`config.mk`:
```
export PLATFORM = sky130hd
export DESIGN_NAME = gamepad_emulator_flat
export DESIGN_NICKNAME = d
export VERILOG_FILES = /design/src/rtl/gamepad_pkg.sv /design/src/rtl/gamepad_if.sv /design/src/rtl/gamepad_sync.sv /design/src/rtl/gamepad_emulator.sv /design/src/flat_wrapper.sv
export SDC_FILE = /design/constraint.sdc
export NUM_CORES = 1
export LEC_CHECK = 0
export CAP_MARGIN = 25
export CORE_MARGIN = 8
export CORE_UTILIZATION = 50
export CTS_BUF_LIST = sky130_fd_sc_hd__clkbuf_4 sky130_fd_sc_hd__clkbuf_8 sky130_fd_sc_hd__clkbuf_16
export DETAILED_ROUTE_END_ITERATION = 7
export PLACE_DENSITY_LB_ADDON = 0.15
export SYNTH_ARGS = -nofsm -noshare
export SYNTH_HDL_FRONTEND = slang
export SYNTH_HIERARCHICAL = 1
export SYNTH_SLANG_ARGS = --single-unit
```
`constraint.sdc`:
```
create_clock -name clk_50 -period 2 [get_ports clk_50]
set_clock_uncertainty 0.05 [all_clocks]
set_input_delay 0.4 -clock clk_50 [delete_from_list [all_inputs] [get_ports clk_50]]
set_output_delay 0.4 -clock clk_50 [all_outputs]
set_load 0.1 [all_outputs]
```
`src/rtl/gamepad_pkg.sv`:
```
// Shared types and constants for the NES/SNES gamepad emulator: frame bit order,
// frame lengths, FSM state encoding and the frame image builder.
package gamepad_pkg;

  typedef enum logic [1:0] {
    ST_IDLE,
    ST_LOAD,
    ST_SHIFT,
    ST_DONE
  } state_t;

  localparam int NES_LEN  = 8;
  localparam int SNES_LEN = 16;

  localparam int NES_A      = 0;
  localparam int NES_B      = 1;
  localparam int NES_SELECT = 2;
  localparam int NES_START  = 3;
  localparam int NES_UP     = 4;
  localparam int NES_DOWN   = 5;
  localparam int NES_LEFT   = 6;
  localparam int NES_RIGHT  = 7;

  localparam int SNES_B      = 0;
  localparam int SNES_Y      = 1;
  localparam int SNES_SELECT = 2;
  localparam int SNES_START  = 3;
  localparam int SNES_UP     = 4;
  localparam int SNES_DOWN   = 5;
  localparam int SNES_LEFT   = 6;
  localparam int SNES_RIGHT  = 7;
  localparam int SNES_A      = 8;
  localparam int SNES_X      = 9;
  localparam int SNES_L      = 10;
  localparam int SNES_R      = 11;

  typedef struct packed {
    logic a, b, select, start, up, down, left, right, x, y, l, r;
  } buttons_t;

  // Active-low image in frame order; positions past the frame stay 1.
  function automatic logic [15:0] frame_image(input buttons_t btn, input logic snes);
    logic [15:0] img;
    img = '1;
    if (snes) begin
      img[SNES_B]      = ~btn.b;
      img[SNES_Y]      = ~btn.y;
      img[SNES_SELECT] = ~btn.select;
      img[SNES_START]  = ~btn.start;
      img[SNES_UP]     = ~btn.up;
      img[SNES_DOWN]   = ~btn.down;
      img[SNES_LEFT]   = ~btn.left;
      img[SNES_RIGHT]  = ~btn.right;
      img[SNES_A]      = ~btn.a;
      img[SNES_X]      = ~btn.x;
      img[SNES_L]      = ~btn.l;
      img[SNES_R]      = ~btn.r;
    end else begin
      img[NES_A]      = ~btn.a;
      img[NES_B]      = ~btn.b;
      img[NES_SELECT] = ~btn.select;
      img[NES_START]  = ~btn.start;
      img[NES_UP]     = ~btn.up;
      img[NES_DOWN]   = ~btn.down;
      img[NES_LEFT]   = ~btn.left;
      img[NES_RIGHT]  = ~btn.right;
    end
    return img;
  endfunction

endpackage

```
`src/rtl/gamepad_if.sv`:
```
// Host <-> pad serial link: the host drives latch and shift clock, the pad drives data.
interface gamepad_if;
  logic controller_latch;
  logic controller_clk;
  logic data;

  modport master (output controller_latch, output controller_clk, input data);
  modport slave  (input controller_latch, input controller_clk, output data);
endinterface

```
`src/rtl/gamepad_sync.sv`:
```
// N-flop synchronizer for an asynchronous host pin with rising/falling edge detect
// against a one-cycle-delayed copy of the synchronized level.
module gamepad_sync #(
  parameter int   STAGES  = 2,
  parameter logic RST_VAL = 1'b0
) (
  input  logic clk_50,
  input  logic reset,
  input  logic pin,
  output logic level,
  output logic rise,
  output logic fall
);

  logic [STAGES-1:0] sync_q;
  logic              prev_q;

  // Reset to the pin's idle level so no phantom edge appears after reset.
  always_ff @(posedge clk_50) begin
    if (reset) begin
      sync_q <= {STAGES{RST_VAL}};
      prev_q <= RST_VAL;
    end else begin
      sync_q <= {sync_q[STAGES-2:0], pin};
      prev_q <= sync_q[STAGES-1];
    end
  end

  assign level = sync_q[STAGES-1];
  assign rise  = level & ~prev_q;
  assign fall  = ~level & prev_q;

endmodule

```
`src/rtl/gamepad_emulator.sv`:
```
// Virtual NES/SNES pad emulating the 4021 shift chain on host latch/clock.
// Define GAMEPAD_EMU_SNES_EN to enable 16-bit SNES frames via is_snes.
module gamepad_emulator
  import gamepad_pkg::*;
#(
  parameter int SYNC_STAGES = 2
) (
  input  logic       clk_50,
  input  logic       reset,
  gamepad_if.slave   pad,
  input  logic       is_snes,
  input  logic       btn_a,
  input  logic       btn_b,
  input  logic       btn_select,
  input  logic       btn_start,
  input  logic       btn_up,
  input  logic       btn_down,
  input  logic       btn_left,
  input  logic       btn_right,
  input  logic       btn_x,
  input  logic       btn_y,
  input  logic       btn_l,
  input  logic       btn_r,
  output logic       frame_done,
  output logic [7:0] poll_count
);

`ifdef GAMEPAD_EMU_SNES_EN
  localparam int SR_W = SNES_LEN;
  logic snes_mode;
  assign snes_mode = is_snes;
`else
  localparam int SR_W = NES_LEN;
  logic snes_mode;
  logic unused_is_snes;
  assign snes_mode      = 1'b0;
  assign unused_is_snes = is_snes;
`endif

  localparam int                 CNT_W     = $clog2(SR_W);
  localparam logic [CNT_W-1:0]   LAST_LONG = CNT_W'(SR_W - 1);
  localparam logic [CNT_W-1:0]   LAST_NES  = CNT_W'(NES_LEN - 1);

  logic latch_lvl, latch_rise, latch_fall;
  logic clk_rise, unused_clk_lvl, unused_clk_fall;

  gamepad_sync #(.STAGES(SYNC_STAGES), .RST_VAL(1'b0)) u_latch_sync (
    .clk_50 (clk_50),
    .reset  (reset),
    .pin    (pad.controller_latch),
    .level  (latch_lvl),
    .rise   (latch_rise),
    .fall   (latch_fall)
  );

  gamepad_sync #(.STAGES(SYNC_STAGES), .RST_VAL(1'b1)) u_clk_sync (
    .clk_50 (clk_50),
    .reset  (reset),
    .pin    (pad.controller_clk),
    .level  (unused_clk_lvl),
    .rise   (clk_rise),
    .fall   (unused_clk_fall)
  );

  buttons_t    btns;
  logic [15:0] frame_img;
  logic [SR_W-1:0] load_val;

  assign btns = '{a: btn_a, b: btn_b, select: btn_select, start: btn_start,
                  up: btn_up, down: btn_down, left: btn_left, right: btn_right,
                  x: btn_x, y: btn_y, l: btn_l, r: btn_r};
  assign frame_img = frame_image(btns, snes_mode);
  assign load_val  = frame_img[SR_W-1:0];

`ifndef GAMEPAD_EMU_SNES_EN
  logic [7:0] unused_img_hi;
  assign unused_img_hi = frame_img[15:8];
`endif

  state_t            state;
  logic [SR_W-1:0]   sr;
  logic [CNT_W-1:0]  bit_cnt;
  logic [CNT_W-1:0]  last_idx;

  always_ff @(posedge clk_50) begin
    if (reset) begin
      state      <= ST_IDLE;
      sr         <= '1;
      bit_cnt    <= '0;
      last_idx   <= LAST_NES;
      frame_done <= 1'b0;
      poll_count <= '0;
    end else begin
      frame_done <= 1'b0;
      if (latch_rise) begin
        state <= ST_LOAD;
        sr    <= load_val;
      end else begin
        case (state)
          ST_IDLE, ST_DONE: begin
            if (latch_lvl) begin
              state <= ST_LOAD;
              sr    <= load_val;
            end
          end
          // Reload on the fall cycle too so image order and frame length
          // always come from the same is_snes sample.
          ST_LOAD: begin
            sr <= load_val;
            if (latch_fall) begin
              state    <= ST_SHIFT;
              bit_cnt  <= '0;
              last_idx <= snes_mode ? LAST_LONG : LAST_NES;
            end
          end
          ST_SHIFT: begin
            if (clk_rise) begin
              bit_cnt <= bit_cnt + 1'b1;
              if (bit_cnt == last_idx) begin
                state      <= ST_DONE;
                sr         <= '1;
                frame_done <= 1'b1;
                poll_count <= poll_count + 1'b1;
              end else begin
                sr <= {1'b1, sr[SR_W-1:1]};
              end
            end
          end
          default: state <= ST_IDLE;
        endcase
      end
    end
  end

  // sr is all ones throughout DONE, so data idles high there.
  assign pad.data = sr[0];

endmodule

```
`src/flat_wrapper.sv`:
```
// flat-port wrapper written by rule: the top's interface ports become plain ports
module gamepad_emulator_flat import gamepad_pkg::*;
#(
  parameter int SYNC_STAGES = 2
)
  (clk_50, reset, is_snes, btn_a, btn_b, btn_select, btn_start, btn_up, btn_down, btn_left, btn_right, btn_x, btn_y, btn_l, btn_r, frame_done, poll_count, pad_controller_latch, pad_controller_clk, pad_data);
  gamepad_if pad_i ();
  input  logic clk_50;
  input  logic reset;
  input  logic is_snes;
  input  logic btn_a;
  input  logic btn_b;
  input  logic btn_select;
  input  logic btn_start;
  input  logic btn_up;
  input  logic btn_down;
  input  logic btn_left;
  input  logic btn_right;
  input  logic btn_x;
  input  logic btn_y;
  input  logic btn_l;
  input  logic btn_r;
  output logic frame_done;
  output logic [7:0] poll_count;
  input wire logic [$bits(pad_i.controller_latch)-1:0] pad_controller_latch;
  input wire logic [$bits(pad_i.controller_clk)-1:0] pad_controller_clk;
  output wire logic [$bits(pad_i.data)-1:0] pad_data;
  assign pad_i.controller_latch = pad_controller_latch;
  assign pad_i.controller_clk = pad_controller_clk;
  assign pad_data = pad_i.data;
  gamepad_emulator #(.SYNC_STAGES(SYNC_STAGES)) u_core (.clk_50(clk_50), .reset(reset), .pad(pad_i), .is_snes(is_snes), .btn_a(btn_a), .btn_b(btn_b), .btn_select(btn_select), .btn_start(btn_start), .btn_up(btn_up), .btn_down(btn_down), .btn_left(btn_left), .btn_right(btn_right), .btn_x(btn_x), .btn_y(btn_y), .btn_l(btn_l), .btn_r(btn_r), .frame_done(frame_done), .poll_count(poll_count));
endmodule
```
== Word level (Yosys, flattened, before mapping) ==
Index checks and enable logic that the tools add are counted.

* Output and inout bits: 10
* Word-level logic and storage cells: 66
* Bits in registers: 28
* Input port bits: 17

* Reductions and logical operators: 10
* Bitwise operators: 17
* Mux-type cells: 15
* Add/sub/neg operators: 2
* Eq/ne operators: 12

{| class="wikitable"
|+ Operators by type and width
! operator !! number
|-
| two-way mux 8 bit || 3
|-
| case mux 8 bit (3 select lines) || 1
|-
| AND reduction 4 bit || 4
|-
| NOT 1 bit || 14
|-
| != test 3 x 1 -> 1 bit, second input constant || 3
|-
| adder 8 x 1 -> 8 bit, second input constant || 1
|-
| two-way mux 2 bit || 4
|-
| two-way mux 7 bit || 1
|-
| two-way mux 3 bit || 2
|-
| != test 2 x 1 -> 1 bit, second input constant || 3
|-
| case mux 2 bit (3 select lines) || 1
|-
| case mux 3 bit (2 select lines) || 1
|-
| == test 2 bit, second input constant || 2
|-
| OR reduction 2 bit || 2
|-
| OR reduction 4 bit || 1
|-
| adder 3 x 1 -> 3 bit, second input constant || 1
|-
| AND 1 bit || 3
|-
| == test 3 bit, second input constant || 1
|-
| != test 3 x 2 -> 1 bit, second input constant || 1
|-
| == test 2 x 1 -> 1 bit, second input constant || 1
|-
| zero test 2 bit || 1
|-
| two-way mux 1 bit || 2
|-
| != test 2 bit, second input constant || 1
|-
| AND reduction 2 bit || 1
|-
| nonzero test 2 bit || 1
|}

== Logic depth before layout (Yosys ltp) ==
* Word-level depth: 5
* Mapped depth: 8
* Mapped depth without buffers: 6

== By module ==
The synthesis kept the hierarchy.

{| class="wikitable"
|+ By module, submodules not included
! module !! seq. area each (µm²) !! area each (µm²) !! times used !! cells an instance
|-
| gamepad_emulator || 440.4 || 1116.1 || 1 || 117
|-
| gamepad_sync (u_core.u_clk_sync) || 60.1 || 92.6 || 1 || 8
|-
| gamepad_sync (u_core.u_latch_sync) || 60.1 || 91.3 || 1 || 8
|}

== Least setup slack after synthesis ==
OpenSTA, ideal clock, no wires.

* Kind: reg2reg
* From: register u_core.poll_count[2]
* To: register u_core.poll_count[7]
* Setup time: 0.067 ns
* Data arrival time: 1.738 ns
* Path buffers: 0
* Data required time: 1.883 ns
* Slack: 0.145 ns
* Clock period less this slack: 1.855 ns
* Cell stages (with the launch flop): 5
* Path through: dfxtp_1 -> and4_1 -> nand4_1 -> xor2_1 -> nor2_1

* Cells in the longest elaborated chain, start to end: 1

{| class="wikitable"
|+ Ends and longest elaborated chain
! what !! line !! RTL
|-
| from (decl) || gamepad_emulator.sv:25 || <nowiki>output logic [7:0] poll_count</nowiki>
|-
| from (signal assigned) || gamepad_emulator.sv:123 || <nowiki>poll_count <= poll_count + 1'b1;</nowiki>
|-
| adder 8 x 1 -> 8 bit || gamepad_emulator.sv:123 ||
|}

Every way passes these cells.
A chain may end at the register's enable or synchronous reset.

== Worst setup path in the final report ==
* From: register u_core.state[0]
* To: register u_core.poll_count[4]

* Cells in the longest elaborated chain, start to end: 2

{| class="wikitable"
|+ Ends and longest elaborated chain
! what !! line !! RTL
|-
| from (decl) || gamepad_emulator.sv:80 || <nowiki>state_t state;</nowiki>
|-
| from (signal assigned) || gamepad_emulator.sv:87 || <nowiki>state <= ST_IDLE;</nowiki>
|-
| from (signal assigned) || gamepad_emulator.sv:96 || <nowiki>state <= ST_LOAD;</nowiki>
|-
| from (signal assigned) || gamepad_emulator.sv:102 || <nowiki>state <= ST_LOAD;</nowiki>
|-
| == test 2 bit || gamepad_emulator.sv:99 || <nowiki>case (state)</nowiki>
|-
| AND reduction 4 bit (no line) || - ||
|}

Every way passes these cells.

==> results by group <==
Setup path
  – Slowest-stage cell, CP: and4b_1
  – CP max FO: 9
  – Startpoint types: flop
  – CP max stage delay: 500 ps
  – Buf/Inv on CP: 1
  – Critical path arrival: 1950 ps
  – Family with the most delay on the worst path: simple AND/OR/NAND/NOR gates
  – R2R cell count: 6
  – CP required: 2170 ps
  – Stages on worst setup path: 6
  – Worst path cell trace: inv_1 > ha_1 > and4b_1 > nand4_1 > xor2_1 > nor2_1
  – Critical Path Sink Type: flop
  – CP Class: flop to flop

GRT
  – Initial antenna violation count: 0
  – Grt ovf: 0
  – Largest net degree at the start of global routing: 29
  – Gr usage total: 0.108
  – Vias in the first global route: 951
  – First-pass GRT wire length: 3820 um

Timing
  – Max_slew headroom: 0.698
  – Setup TNS: 0 ps
  – Final hold vios: 0
  – Final Cycle Share: 0.887
  – # setup viols final: 0
  – Fin. max-slew vios: 0
  – RSZ-0062 raised after global routing: false
  – Max Clk Rate: 0.564 GHz
  – Final critical-path required period: 1770 ps
  – Worst-margin pin slew: 453 ps

Power and ir drop
  – P_leak: 0.000651 uW
  – Net switching fraction of the power: 0.352
  – Clock power frac: 0.168
  – Power, Total: 1590 uW
  – Cell-internal power: 1030 uW
  – Peak supply drop: 0.000765 V
  – Sequential cell fraction of total power: 0.451
  – Switching power: 560 uW
  – Logic pwr share: 0.381
  – Total power per unit cell area: 1000 nW/um^2

Clocking
  – CTS sink count: 28
  – Max Root-Sink Buffers: 2
  – Root Buffer: clkbuf_4
  – Post-CTS Hold Buffers: 0
  – TritonCTS clock tree: yes
  – Resized Gates After CTS: 0
  – CTS buffer count: 3
  – Post-CTS setup buffers: 0
  – H-tree Lvls: 1
  – Worst-skew pair later-pin latency: 320 ps
  – Worst-path clk slew: 140 ps

Finish
  – Diode count: 0
  – Area delta synth->final: 22.4%
  – Layout cell share with drive strength beyond 1: 0.136
  – Post-Layout Cell Count: 184
  – Fin util: 0.644
  – Nets: 178
  – Final Cell Area: 1580 um^2

Floorplanning
  – Standard-cell rows: 18
  – Starting density of the core: 0.527
  – Die width: 66.8 um
  – Die area: 4470 um^2
  – Die Height: 66.8 um
  – Ports: 27
  – Core area: 2450 um^2

Worst hold path
  – Worst hold path depth: 1
  – Hold/Removal Path Class: flop to flop

Place
  – Cells after DPL: 180
  – GP Congestion: 0.788
  – Port bufs: 21
  – Final HPWL DP: 1670 um
  – Post-DP Area: 1550 um^2

Synth
  – YS warnings: 6
  – Syn Nets: 155
  – Synthesized instance count: 132
  – Cell Area, Synth: 1290 um^2
  – Syn_area_per_cell: 9.79 um^2

Routing
  – Drt pass-1 iters: 4
  – Vias/cell: 5.32
  – DR iter-0 viols: 47
  – Drt wl/cell: 12.8 um
  – DRC Markers: 0
  – WL final: 2350 um
  – Via count: 978
  – Routed Antenna Nets: 0

Outcome
  – Status: completed

Flow run
  – Max-cap viol count: 0
state kept, by name (all words and copies together), names as in the netlist:
register	flops
u_core/u_latch_sync/sync_q	2
u_core/state	2
u_core/u_clk_sync/sync_q	2
u_core/u_clk_sync/prev_q	1
u_core/poll_count	8
u_core/frame_done	1
u_core/bit_cnt	3
u_core/u_latch_sync/prev_q	1
u_core/sr	8
path summary, 6_finish.rpt:
kind                            slack (ps)                         from                          end
worst max register to register         230              u_core/state[0]         u_core/poll_count[4]
worst max-delay path                   230              u_core/state[0]         u_core/poll_count[4]
worst min-delay path                   370  u_core/u_clk_sync/sync_q[0]  u_core/u_clk_sync/sync_q[1]
worst min register to register         370  u_core/u_clk_sync/sync_q[0]  u_core/u_clk_sync/sync_q[1]
per-layer routing:
metal	track usage	up-vias	share of wire
li1	-	500	-
met1	0.118	453	0.46
met2	0.182	21	0.47
met3	0.0369	4	0.058
met4	0.0507	0	0.012
met5	0	-	0
per-stage QoR:
step,worst slack (ps),hold WS [ps]
floorplan,145,333
global placement,263,338
detailed placement,233,343
CTS,212,376
finish,226,371
global route,69.0,392
area by class of cell:
type                            count  area, um^2
Clock buffer                        4        36.3
Inverter                            3        11.3
Tap cell                           30        37.5
Timing Repair Buffer               24         258
Fill cell                         204         873
Sequential cell                    28         561
Multi-Input combinational cell     95         678
cell usage in the layout, fill, tap and decap left out, types with 2 or more instances in the layout:
cell type	instances
buf_12	4
a21oi_1	2
clkbuf_4	3
nand3_1	5
clkdlybuf4s50_1	11
mux2i_1	4
a211o_1	7
nor2_1	17
a211oi_1	7
xor2_1	6
nand4_1	2
nand2_1	2
inv_1	3
nand2b_1	5
nor2b_1	16
dfxtp_1	28
ha_1	6
or2_1	3
buf_4	9
power by group through the flow:
stage | registers (uW) | clock network [uW] | logic (uW)
5_1_grt | 727 | 294 | 663
3_5_place_dp | 728 | 0 | 606
6_report | 716 | 267 | 606
2_1_floorplan | 793 | 0 | 456
4_1_cts | 715 | 278 | 609
3_3_place_gp | 722 | 0 | 587
No activity file was read; power rests on OpenSTA's default activity.
